### src/rtl/timer0_irq_pkg.sv
// Shared definitions for the TIMER0 interrupt controller: FSM state
// encoding, latched-source encoding, TIFR/TIMSK bit positions and the
// default vector word addresses.
package timer0_irq_pkg;

    typedef enum logic [1:0] {
        ST_IDLE  = 2'd0,
        ST_REQ   = 2'd1,
        ST_CLEAR = 2'd2
    } state_e;

    // Which flag the current request serves.
    typedef enum logic {
        SRC_TOV0 = 1'b0,
        SRC_OCF0 = 1'b1
    } src_e;

    // TIFR flag bit positions.
    localparam int OCF0_BIT  = 1;
    localparam int TOV0_BIT  = 0;
    // TIMSK enable bit positions.
    localparam int OCIE0_BIT = 1;
    localparam int TOIE0_BIT = 0;

    localparam logic [15:0] DEF_COMP_VECTOR = 16'h0026;
    localparam logic [15:0] DEF_OVF_VECTOR  = 16'h0028;

    // One-hot TIFR clear mask for a given source.
    function automatic logic [7:0] src_clear_mask(input src_e src);
        return (src == SRC_OCF0) ? 8'h02 : 8'h01;
    endfunction

endpackage

### src/rtl/timer0_irq_priority.sv
// Fixed-priority source select for the two TIMER0 flags.
// pending[1] is OCF0 (compare match) and wins over pending[0] (TOV0).
module timer0_irq_priority
    import timer0_irq_pkg::*;
(
    input  logic [1:0] pending_i,
    output logic       valid_o,
    output src_e       src_o
);

    // Compare match beats overflow when both are pending.
    always_comb begin
        valid_o = |pending_i;
        src_o   = pending_i[1] ? SRC_OCF0 : SRC_TOV0;
    end

endmodule

### src/rtl/timer0_irq_controller.sv
// TIMER0 interrupt controller: IDLE -> REQ -> CLEAR request/acknowledge
// sequencer with a one-cycle TIFR clear strobe. All outputs are registered
// from the next-state decode so they change together with the state.
// Optional feature: define TIMER0_IRQ_TIMEOUT_EN to abandon a request that
// is not acknowledged within ACK_TIMEOUT REQ cycles (pulses irq_timeout).
//
// Handshake: irq_req stays high with a stable irq_vector while in REQ; an
// irq_ack sampled high on a clock edge in REQ completes the transfer (and
// wins over a simultaneous withdraw); irq_ack sampled outside REQ is ignored.
module timer0_irq_controller
    import timer0_irq_pkg::*;
#(
    parameter logic [15:0] COMP_VECTOR = DEF_COMP_VECTOR,
    parameter logic [15:0] OVF_VECTOR  = DEF_OVF_VECTOR,
    parameter int          ACK_TIMEOUT = 16
) (
    input  logic        sysClock,
    input  logic        rst,
    input  logic [7:0]  TIFR_in,
    input  logic [7:0]  TIMSK_in,
    input  logic        global_int_enable,
    input  logic        irq_ack,
    output logic        irq_req,
    output logic [15:0] irq_vector,
    output logic [7:0]  TIFR_clear_data,
    output logic        TIFR_clear_enable,
    output logic        busy,
    output logic        irq_timeout,
    output logic [1:0]  state_dbg_o
);

    state_e      state_q, state_d;
    src_e        src_q, src_d;
    logic        irq_req_q, irq_req_d;
    logic [15:0] vector_q, vector_d;
    logic [7:0]  clr_data_q, clr_data_d;
    logic        clr_en_q, clr_en_d;
    logic        busy_q, busy_d;
    logic        timeout_q, timeout_d;

    logic [1:0]  pending;
    logic        pr_valid;
    src_e        pr_src;
    logic        src_pending;
    logic        timeout_hit;

    // Bits 7:2 of TIFR/TIMSK belong to other timers.
    logic unused_reg_bits;
    assign unused_reg_bits = ^{TIFR_in[7:2], TIMSK_in[7:2]};

    assign pending = {TIFR_in[OCF0_BIT] & TIMSK_in[OCIE0_BIT],
                      TIFR_in[TOV0_BIT] & TIMSK_in[TOIE0_BIT]};

    timer0_irq_priority u_priority (
        .pending_i (pending),
        .valid_o   (pr_valid),
        .src_o     (pr_src)
    );

    // Is the source latched for the current request still asking?
    assign src_pending = (src_q == SRC_OCF0) ? pending[1] : pending[0];

`ifdef TIMER0_IRQ_TIMEOUT_EN
    localparam int CNT_W = $clog2(ACK_TIMEOUT + 1);

    logic [CNT_W-1:0] cnt_q, cnt_d;

    assign timeout_hit = (cnt_q == CNT_W'(ACK_TIMEOUT - 1));

    // Count consecutive REQ cycles; cleared whenever REQ is left.
    always_comb begin
        cnt_d = '0;
        if (state_q == ST_REQ && state_d == ST_REQ) begin
            cnt_d = cnt_q + 1'b1;
        end
    end

    // Acknowledge-wait counter register.
    always_ff @(posedge sysClock or posedge rst) begin
        if (rst) begin
            cnt_q <= '0;
        end else begin
            cnt_q <= cnt_d;
        end
    end
`else
    logic unused_timeout_cfg;
    assign unused_timeout_cfg = (ACK_TIMEOUT == 0);
    assign timeout_hit        = 1'b0;
`endif

    // Next-state decode plus next values of every registered output.
    always_comb begin
        state_d   = state_q;
        src_d     = src_q;
        timeout_d = 1'b0;
        case (state_q)
            ST_IDLE: begin
                if (global_int_enable && pr_valid) begin
                    state_d = ST_REQ;
                    src_d   = pr_src;
                end
            end
            ST_REQ: begin
                if (irq_ack) begin
                    state_d = ST_CLEAR;
                end else if (!src_pending || !global_int_enable) begin
                    state_d = ST_IDLE;
                end else if (timeout_hit) begin
                    state_d   = ST_IDLE;
                    timeout_d = 1'b1;
                end
            end
            ST_CLEAR: begin
                state_d = ST_IDLE;
            end
            default: begin
                state_d = ST_IDLE;
            end
        endcase

        irq_req_d  = (state_d == ST_REQ);
        vector_d   = 16'h0000;
        if (irq_req_d) begin
            vector_d = (src_d == SRC_OCF0) ? COMP_VECTOR : OVF_VECTOR;
        end
        clr_en_d   = (state_d == ST_CLEAR);
        clr_data_d = clr_en_d ? src_clear_mask(src_d) : 8'h00;
        busy_d     = (state_d != ST_IDLE);
    end

    // State, latched source and output registers.
    always_ff @(posedge sysClock or posedge rst) begin
        if (rst) begin
            state_q    <= ST_IDLE;
            src_q      <= SRC_TOV0;
            irq_req_q  <= 1'b0;
            vector_q   <= 16'h0000;
            clr_data_q <= 8'h00;
            clr_en_q   <= 1'b0;
            busy_q     <= 1'b0;
            timeout_q  <= 1'b0;
        end else begin
            state_q    <= state_d;
            src_q      <= src_d;
            irq_req_q  <= irq_req_d;
            vector_q   <= vector_d;
            clr_data_q <= clr_data_d;
            clr_en_q   <= clr_en_d;
            busy_q     <= busy_d;
            timeout_q  <= timeout_d;
        end
    end

    assign irq_req           = irq_req_q;
    assign irq_vector        = vector_q;
    assign TIFR_clear_data   = clr_data_q;
    assign TIFR_clear_enable = clr_en_q;
    assign busy              = busy_q;
    assign irq_timeout       = timeout_q;
    assign state_dbg_o       = state_q;

endmodule

### config.mk
export PLATFORM = sky130hd
export DESIGN_NAME = timer0_irq_controller
export DESIGN_NICKNAME = d
export VERILOG_FILES = /design/src/rtl/timer0_irq_pkg.sv /design/src/rtl/timer0_irq_priority.sv /design/src/rtl/timer0_irq_controller.sv
export SDC_FILE = /design/constraint.sdc
export NUM_CORES = 1
export LEC_CHECK = 0
export ABC_AREA = 0
export BUFFER_PORTS_ARGS = -buffer_cell sky130_fd_sc_hd__clkbuf_2
export CAP_MARGIN = 20
export CORE_AREA = 4 4 46 48
export CTS_BUF_LIST = sky130_fd_sc_hd__clkbuf_8
export DETAILED_ROUTE_END_ITERATION = 16
export DIE_AREA = 0 0 50 52
export PLACE_DENSITY = 0.78
export SETUP_SLACK_MARGIN = 0.2
export SLEW_MARGIN = 20
export SYNTH_ARGS = -nofsm -noshare
export SYNTH_HDL_FRONTEND = slang
export SYNTH_SLANG_ARGS = --single-unit
### constraint.sdc
create_clock -name sysClock -period 1.2 [get_ports sysClock]
set_input_delay 0.18 -clock sysClock [delete_from_list [all_inputs] [get_ports sysClock]]
set_output_delay 0.18 -clock sysClock [all_outputs]
set_load 0.01 [all_outputs]
==> impl_metrics.env, run 1 <==
export IMPL_status="complete, but fails checks"
export IMPL_violations="negative setup slack"
export IMPL_numCtsBuffers=3
export IMPL_setup_slack_ns=-0.0184
export IMPL_path_class="reg2reg"
export IMPL_layout_nets=97
export IMPL_final_cell_mix="conb_1, clkbuf_2, dfrtp_1"
export IMPL_place_congestion=0.771
export IMPL_vias_per_cell=3.86
export IMPL_synth_simple_area_share=0.154
export IMPL_dp_cells=96
export IMPL_crit_arrival_ns=1.39
export IMPL_reg2reg_depth=3
export IMPL_h_tree_depth=1
export IMPL_cts_max_path_buffers=2
export IMPL_grt_max_degree=11
export IMPL_chipHeight_um=52
export IMPL_maxCapViolations=0
export IMPL_cp_slowest_cell="or3b_4"
export IMPL_required_ns=1.37
export IMPL_final_common_cell="conb_1"
export IMPL_critPathMaxFanout=5
export IMPL_place_hpwl_um=765
export IMPL_peakVddDrop_mv=0.359
export IMPL_synth_xor_area_share=0
export IMPL_place_ws_ns=0.00377
export IMPL_ys_types=17
export IMPL_synth_avg_cell_area_um2=10.4
export IMPL_synth_cells=54
export IMPL_num_antenna_cells=0
export IMPL_muxShareOfSynthArea=0
export IMPL_first_global_vias=298
export IMPL_clock_root_buffer="clkbuf_8"
export IMPL_fp_row_count=15
export IMPL_crit_path_start_kind="register"
export IMPL_fillCellCount=175
export IMPL_drt_iter0_markers=2
export IMPL_period_share=1.02
export IMPL_critical_path_depth=3
export IMPL_finalMaxSlewViolations=0
export IMPL_setup_viol=1
export IMPL_grt_antenna_before_repair=0
export IMPL_grt_pass1_wl_mm=1.22
export IMPL_critPathTopFamily="simple AND/OR/NAND/NOR gates"
export IMPL_post_cts_buffers=0
export IMPL_vias=386
export IMPL_ant_nets=0
export IMPL_synth_compound_area_frac=0.103
export IMPL_fmax_mhz=821
export IMPL_regToRegSetupSlack_ns=-0.02
export IMPL_layoutNonFillerInstCount=100
export IMPL_boundaryPins=50
export IMPL_drc=0
export IMPL_crit_buf_inv=0
export IMPL_p_leak_uw=0.000394
export IMPL_syn_area_um2=559
export IMPL_clkSinkCount=10
export IMPL_routedWlPerCell_um=9.25
export IMPL_synth_top_family_by_area="buffers and inverters"
export IMPL_seq_area_frac_synth=0.447
export IMPL_crit_chain="or3b_4 -> o21ai_2 -> and4b_1"
export IMPL_grt_usage=0.0692
export IMPL_finalCriticalPeriod_ns=1.22
export IMPL_fin_skew_ns=0.00130
export IMPL_syn_to_final_growth_pct=20.1
export IMPL_synth_fa_ha_area_frac=0
export IMPL_clk_latency_ns=0.23
export IMPL_grt_overflow=0
export IMPL_cts_tree="built"
export IMPL_hold_depth=2
export IMPL_grt_setup_unrepaired="true"
export IMPL_io_buffer_count=18
export IMPL_clkSlewWorstSetupHoldPaths_ns=0.04
export IMPL_drt_wl_total_um=925
export IMPL_powerDensity_mw_per_mm2=1300
export IMPL_design_die_area_mm2=0.00260
export IMPL_ys_warnings_count=0
export IMPL_hold_violations=0
export IMPL_ys_ff_latch=10
export IMPL_cp_end_kind="register"
export IMPL_die_w_um=50
export IMPL_core_mm2=0.00171
export IMPL_drive_above_1_share=0.373
export IMPL_min_path_type="in2reg"
export IMPL_start_util=0.327
export IMPL_firstDrtPassIters=2
export IMPL_slowest_delay_ns=0.44
-- registers in the layout, summed over array words and instances, names as in the netlist --
| register | count |
|---|---|
| TIFR_clear_data | 2 |
| TIFR_clear_enable | 1 |
| busy | 1 |
| irq_vector | 3 |
| src_q | 1 |
| state_dbg_o | 2 |
-- metrics by stage --
step	TNS (ns)	hold WS, ns	utilization	instance area (µm²)	power, µW
final	-0.0184	0.240	0.393	672	872
after CTS	-0.0281	0.234	0.388	662	875
after floorplan	-0.0101	0.0202	-	631	530
after global routing	-0.135	0.266	0.393	672	917
after global placement	0	0.136	0.357	609	530
after detailed placement	0	0.142	0.357	609	534
-- cells in the mapped netlist --
library cell | instances | share of area
and4b_1 | 1 | 0.018
nand2b_1 | 2 | 0.022
a21oi_1 | 3 | 0.027
nand2_1 | 3 | 0.020
nand3_1 | 1 | 0.0089
o21ai_2 | 1 | 0.016
conb_1 | 1 | 0.0067
or3b_4 | 1 | 0.020
a211o_1 | 1 | 0.016
and4bb_2 | 1 | 0.022
and3b_1 | 2 | 0.031
dfrtp_1 | 10 | 0.45
inv_1 | 1 | 0.0067
a21o_1 | 2 | 0.027
buf_4 | 21 | 0.28
and2_1 | 1 | 0.011
o21ai_0 | 2 | 0.018
-- cell families after synthesis --
family                 Yosys count
DFF                             10
AOI/OAI and AO/OA                9
buffers and inverters           22
other                            1
and+or+nand+nor                 12
-- metal layers --
metal,up-vias,GRT usage,part of all wire
met1,176,0.0531,0.32
met3,3,0.0372,0.12
met2,23,0.126,0.54
met4,0,0.0553,0.025
li1,184,-,-
met5,-,0,0
-- path summary, 6_finish.rpt --
kind,from,to
min reg2reg,state_dbg_o[0]$_DFF_PP0_,TIFR_clear_enable$_DFF_PP0_
min in group asynchronous,rst,irq_vector[3]$_DFF_PP0_
max reg2reg,state_dbg_o[1]$_DFF_PP0_,TIFR_clear_data[0]$_DFF_PP0_
min,irq_ack,TIFR_clear_enable$_DFF_PP0_
max,state_dbg_o[1]$_DFF_PP0_,TIFR_clear_data[0]$_DFF_PP0_
max in group asynchronous,rst,state_dbg_o[1]$_DFF_PP0_
-- report_power, final --
| group | internal, µW | total, µW | switching [µW] |
|---|---|---|---|
| logic | 63.2 | 155 | 92.2 |
| registers | 364 | 383 | 18.7 |
| clock network | 218 | 334 | 116 |
-- final cells by class --
type	count	area, µm²	share of cell area
well taps	25	31.3	0.0466
multi-input cells	40	220	0.328
inverters	1	3.75	0.00559
repair buffers	21	125	0.186
clock buffers	3	41.3	0.0615
flip-flops and latches	10	250	0.372
-- repair_timing --
| action | 4_1_cts | 5_1_grt |
|---|---|---|
| pin swaps | 0 | 2 |
| endpoints found under the hold margin | 10 | 0 |
| gates resized for setup | 1 | 5 |
| endpoints found under the setup margin | 10 | 10 |
| hold buffers | 1 | 0 |
Note: power is estimated with default switching activity, not from simulation.
==> run 2, diff against run 1 <==
--- a/config.mk
+++ b/config.mk
@@ -12,7 +12,7 @@
 export CTS_BUF_LIST = sky130_fd_sc_hd__clkbuf_8
 export DETAILED_ROUTE_END_ITERATION = 16
 export DIE_AREA = 0 0 50 52
-export PLACE_DENSITY = 0.78
+export PLACE_DENSITY = 0.74
 export SETUP_SLACK_MARGIN = 0.2
 export SLEW_MARGIN = 20
 export SYNTH_ARGS = -nofsm -noshare
==> run 2 against run 1 <==
The run still ends with negative setup slack left. Power up 2.9%. Register-to-register slack about the same. Sequential share of layout area down 1.5 points. Sequential cell count unchanged. Critical endpoint unchanged. Largest power group unchanged. Highest routed layer is now met3.
==> impl_metrics.env, run 2 (synthesis results as in run 1) <==
export IMPL_hold_slack_ns=0.240
export IMPL_cp_end_kind="register"
export IMPL_finalCriticalPeriod_ns=1.22
export IMPL_final_cell_mix="conb_1, clkbuf_2, dfrtp_1"
export IMPL_drt_iter0_markers=5
export IMPL_powerDensity_mw_per_mm2=1280
export IMPL_numCtsBuffers=3
export IMPL_io_buffer_count=18
export IMPL_finalMaxSlewViolations=0
export IMPL_hold_depth=2
export IMPL_chipHeight_um=52
export IMPL_place_congestion=0.807
export IMPL_violations="negative setup slack"
export IMPL_p_leak_uw=0.000412
export IMPL_cts_max_path_buffers=2
export IMPL_clkSlewWorstSetupHoldPaths_ns=0.05
export IMPL_clkSinkCount=10
export IMPL_setup_slack_ns=-0.0222
export IMPL_maxCapViolations=0
export IMPL_cp_slowest_cell="or3b_4"
export IMPL_required_ns=1.36
export IMPL_fin_skew_ns=0.00143
export IMPL_grt_max_degree=11
export IMPL_fmax_mhz=818
export IMPL_drive_above_1_share=0.410
export IMPL_grt_usage=0.0751
export IMPL_peakVddDrop_mv=0.326
export IMPL_place_hpwl_um=793
export IMPL_num_antenna_cells=0
export IMPL_first_global_vias=334
export IMPL_period_share=1.02
export IMPL_drc=0
export IMPL_path_class="reg2reg"
export IMPL_start_util=0.327
export IMPL_h_tree_depth=1
export IMPL_setup_viol=1
export IMPL_cts_tree="built"
export IMPL_vias=390
export IMPL_critPathMaxFanout=5
export IMPL_design_die_area_mm2=0.00260
export IMPL_crit_arrival_ns=1.39
export IMPL_layout_nets=100
export IMPL_slowest_delay_ns=0.43
export IMPL_die_w_um=50
export IMPL_largest_register_ffs=3
export IMPL_clk_latency_ns=0.23
export IMPL_syn_to_final_growth_pct=25.3
export IMPL_vias_per_cell=3.79
export IMPL_fin_total_pwr_uw=897
export IMPL_fp_row_count=15
export IMPL_grt_pass1_wl_mm=1.39
export IMPL_drt_wl_total_mm=1.04
export IMPL_core_mm2=0.00171
export IMPL_fillCellCount=175
export IMPL_crit_path_start_kind="register"
export IMPL_final_common_cell="conb_1"
export IMPL_reg2reg_depth=3
export IMPL_firstDrtPassIters=4
export IMPL_status="complete, but fails checks"
export IMPL_boundaryPins=50
export IMPL_clock_root_buffer="clkbuf_8"
export IMPL_grt_overflow=0
export IMPL_hold_violations=0
export IMPL_grt_antenna_before_repair=0
export IMPL_min_path_type="in2reg"
export IMPL_crit_chain="or3b_4 -> o21ai_2 -> and4b_1"
export IMPL_routedWlPerCell_um=10.1
export IMPL_ant_nets=0
export IMPL_grt_setup_unrepaired="true"
## run 2: cell types whose count changed in the layout (fill, tap and decap cells not counted)
cell     before  now
buf_6         2    3
o21ai_0       1    2
buf_4         1    3
and2_4        0    1
and2_1        1    0
o21ai_1       1    0
## run 2: final timing paths
kind / start / to / slack, ns
worst max-delay path: state_dbg_o[1]$_DFF_PP0_ / TIFR_clear_data[0]$_DFF_PP0_ / -0.02
worst max register to register: state_dbg_o[1]$_DFF_PP0_ / TIFR_clear_data[0]$_DFF_PP0_ / -0.02
worst min-delay path: irq_ack / TIFR_clear_enable$_DFF_PP0_ / 0.24
max in group asynchronous: rst / TIFR_clear_data[0]$_DFF_PP0_ / 0.47
worst min register to register: state_dbg_o[1]$_DFF_PP0_ / irq_vector[2]$_DFF_PP0_ / 0.63
min in group asynchronous: rst / irq_vector[5]$_DFF_PP0_ / 0.46
## run 2: area by class of cell
type                    count  area, µm²  share of cell area
clock buffers               3       41.3              0.0589
inverters                   1       3.75             0.00536
multi-input cells          40        223               0.318
flip-flops and latches     10        250               0.357
well taps                  25       31.3              0.0446
repair buffers             24        151               0.216
## run 2: metal layers
layer,vias to the layer above,global-route usage,part of all wire
li1,188,-,-
met1,175,0.0721,0.34
met2,27,0.128,0.53
met3,0,0.0315,0.13
met4,0,0.0553,0
met5,-,0,0
## run 2: metrics by stage
stage	setup TNS [ns]	instance area, µm²	worst slack (ns)	utilization	instances
4_1_cts	-0.0317	672	-0.0223	0.393	101
6_report	-0.0222	701	-0.0222	0.410	103
3_3_place_gp	0	617	0.0227	0.361	97
3_5_place_dp	-0.0148	617	-0.0124	0.361	97
2_1_floorplan	-0.0101	631	-0.0101	-	72
5_1_grt	-0.150	701	-0.0644	0.410	103
## run 2: repair_timing
action	in CTS	in global routing
pin swaps	1	4
hold buffers	1	0
setup buffers	0	2
hold endpoints to repair	10	0
setup endpoints to repair	9	10
gates resized for setup	1	6
## run 2: power breakdown
| part | switching (µW) | internal, µW |
|---|---|---|
| combinational | 104 | 78.6 |
| sequential | 11.6 | 364 |
| clock | 120 | 219 |
| total | 236 | 661 |
## run 2: critical path: cells and delay by family (launching register included)
kind	cells	cell delay (ns)
AND/OR/NAND/NOR	2	0.63
AO/OA/AOI/OAI	1	0.16
flip-flops	1	0.37
==> run 3, diff against run 2 <==
--- a/config.mk
+++ b/config.mk
@@ -5,13 +5,13 @@
 export SDC_FILE = /design/constraint.sdc
 export NUM_CORES = 1
 export LEC_CHECK = 0
-export ABC_AREA = 0
+export ABC_AREA = 1
 export BUFFER_PORTS_ARGS = -buffer_cell sky130_fd_sc_hd__clkbuf_2
 export CAP_MARGIN = 20
-export CORE_AREA = 4 4 46 48
+export CORE_AREA = 4 4 47 49
 export CTS_BUF_LIST = sky130_fd_sc_hd__clkbuf_8
 export DETAILED_ROUTE_END_ITERATION = 16
-export DIE_AREA = 0 0 50 52
+export DIE_AREA = 0 0 51 53
 export PLACE_DENSITY = 0.74
 export SETUP_SLACK_MARGIN = 0.2
 export SLEW_MARGIN = 20
==> run 3 against run 2 <==
The run now ends clean. Core utilization down 1.7 points. Final cell count up 23%. Maximum frequency up 16%. Combinational power about the same. Synthesized area up 9.6%. Critical path depth up 2. Clock power up 19%. Via count up 21%. Power up 9.0%. Clock skew up 0.0026 ns. Critical endpoint is now irq_vector[2]$_DFF_PP0_. Highest routed layer unchanged.
==> impl_metrics.env, run 3 <==
export IMPL_status="finished, final reports clean"
export IMPL_path_class="reg2reg"
export IMPL_hold_violations=0
export IMPL_ys_ff_latch=10
export IMPL_fin_skew_ns=0.00403
export IMPL_seq_area_frac_synth=0.408
export IMPL_synth_ff_type="dfrtp_1"
export IMPL_critPathMaxFanout=4
export IMPL_grt_pass1_wl_mm=1.60
export IMPL_reg2reg_depth=5
export IMPL_boundaryPins=50
export IMPL_design_die_area_mm2=0.00270
export IMPL_regArea_um2=253
export IMPL_ant_nets=0
export IMPL_synth_edff_count=0
export IMPL_core_mm2=0.00186
export IMPL_critPathTopFamily="simple AND/OR/NAND/NOR gates"
export IMPL_critical_path_depth=5
export IMPL_setup_tns_ns=0
export IMPL_synth_avg_cell_area_um2=7.76
export IMPL_startpoint="state_dbg_o[1]$_DFF_PP0_"
export IMPL_h_tree_depth=1
export IMPL_finalMaxSlewViolations=0
export IMPL_drc=0
export IMPL_drive_above_1_share=0.320
export IMPL_regToRegSetupSlack_ns=0.14
export IMPL_fillCellCount=196
export IMPL_crit_chain="nor2_4 -> nand4_1 -> nand2_2 -> nand2_1 -> inv_1"
export IMPL_required_ns=1.37
export IMPL_place_ws_ns=0.150
export IMPL_yosys_area_top_type="dfrtp_1"
export IMPL_final_cell_mix="conb_1, nand2_1, clkbuf_2"
export IMPL_clkSinkCount=10
export IMPL_grt_setup_unrepaired="true"
export IMPL_p_leak_uw=0.000480
export IMPL_maxCapViolations=0
export IMPL_netlist_top_cells_area="dfrtp_1, buf_4, nand2_1, inv_1, nand3_1"
export IMPL_cts_tree="built"
export IMPL_io_buffer_count=18
export IMPL_hold_slack_ns=0.267
export IMPL_crit_arrival_ns=1.22
export IMPL_num_antenna_cells=0
export IMPL_grt_overflow=0
export IMPL_fp_row_count=16
export IMPL_timing_rr_start="state_dbg_o[1]$_DFF_PP0_"
export IMPL_period_share=0.880
export IMPL_die_w_um=51
export IMPL_r2r_end="irq_vector[2]$_DFF_PP0_"
export IMPL_multi_input_comb_area_um2=234
export IMPL_syn_to_final_growth_pct=19.4
export IMPL_grt_antenna_before_repair=0
export IMPL_numCtsBuffers=3
export IMPL_setup_viol=0
export IMPL_crit_buf_inv=1
export IMPL_drt_wl_total_mm=1.06
export IMPL_min_path_type="in2reg"
export IMPL_place_congestion=0.797
export IMPL_fmax_mhz=947
export IMPL_grt_usage=0.0817
export IMPL_syn_area_um2=613
export IMPL_slowest_delay_ns=0.43
export IMPL_yosysTopAreaCellShare=0.408
export IMPL_clock_root_buffer="clkbuf_8"
export IMPL_endpoint="irq_vector[2]$_DFF_PP0_"
export IMPL_vias=473
export IMPL_synth_top_cells_by_count="buf_4, nand2_1, inv_1, dfrtp_1"
export IMPL_crit_path_start_kind="register"
export IMPL_synth_cells=79
export IMPL_ys_warnings_count=0
export IMPL_cp_slowest_cell="dfrtp_2"
export IMPL_layout_nets=121
export IMPL_setup_slack_ns=0.144
export IMPL_post_route_util=0.393
export IMPL_peakVddDrop_mv=0.395
export IMPL_powerDensity_mw_per_mm2=1340
export IMPL_synthArstFlopShare=1.00
export IMPL_finalCriticalPeriod_ns=1.06
export IMPL_clk_latency_ns=0.23
export IMPL_cp_end_kind="register"
export IMPL_clkSlewWorstSetupHoldPaths_ns=0.04
export IMPL_ys_types=11
export IMPL_yosysMostFrequentCell="buf_4"
export IMPL_vias_per_cell=3.72
export IMPL_drt_iter0_markers=4
export IMPL_largest_register_ffs=3
export IMPL_cts_max_path_buffers=2
export IMPL_final_common_cell="conb_1"
export IMPL_start_util=0.329
export IMPL_first_global_vias=428
export IMPL_routedWlPerCell_um=8.31
export IMPL_chipHeight_um=53
export IMPL_firstDrtPassIters=4
export IMPL_place_hpwl_um=896
export IMPL_grt_max_degree=11
## run 3: changes by cell type after synthesis, moves of 3 or more
cell,change
a21oi_1,-3
inv_1,+12
nand2_1,+14
nand3_1,+5
nor2_1,+6
## run 3: what timing repair did
action / CTS / global route
hold buffers: 1 / 0
gates resized for setup: 2 / 4
hold endpoints to repair: 10 / 0
pin swaps: 2 / 2
buffers inserted: 0 / 1
setup endpoints to repair: 4 / 8
## run 3: logic make-up (layout without fill, tap and decap cells)
family                 Yosys count  in the layout  share of synthesized area
AND/OR/NAND/NOR                 34             34                      0.249
buffers and inverters           34             37                      0.337
flip-flops                      10             10                      0.408
other                            1             19                    0.00612
## run 3: cell type report
| type | count | area share |
|---|---|---|
| inverter | 13 | 0.0667 |
| timing repair buffer | 20 | 0.147 |
| sequential | 10 | 0.345 |
| clock buffer | 4 | 0.0752 |
| tap | 27 | 0.0462 |
| multi-input combinational | 53 | 0.320 |
## run 3: routing by layer
| layer | GRT usage | share of wire | vias to the layer above |
|---|---|---|---|
| met5 | 0 | 0 | - |
| met2 | 0.161 | 0.57 | 23 |
| met1 | 0.0692 | 0.33 | 217 |
| li1 | - | - | 233 |
| met3 | 0.0338 | 0.098 | 0 |
| met4 | 0.0404 | 0 | 0 |
## run 3: stage by stage
step	instance area (µm²)	power [µW]	cells
6_report	732	977	127
5_1_grt	732	1050	127
4_1_cts	719	983	126
3_5_place_dp	648	569	121
3_3_place_gp	648	563	121
2_1_floorplan	682	562	97
## run 3: worst min-delay path by stage
stage,slack [ns],cells after the start,end,from
detailed placement,0.15,2,TIFR_clear_enable$_DFF_PP0_,rst
global route,0.30,3,TIFR_clear_enable$_DFF_PP0_,irq_ack
global placement,0.14,2,irq_vector[2]$_DFF_PP0_,rst
finish,0.27,3,TIFR_clear_enable$_DFF_PP0_,irq_ack
floorplan,0.02,1,TIFR_clear_data[0]$_DFF_PP0_,rst
CTS,0.27,3,TIFR_clear_enable$_DFF_PP0_,irq_ack
## run 3: power by group
group / total [µW] / internal, µW / switching, µW
clock network: 402 / 287 / 115
logic: 186 / 63.1 / 123
registers: 389 / 367 / 22.0
total: 977 / 717 / 260
## run 3: tightest hold or removal path, cell delays in order
cell	delay, ns
clkbuf_2	0.10
nand3_1	0.12
inv_1	0.05
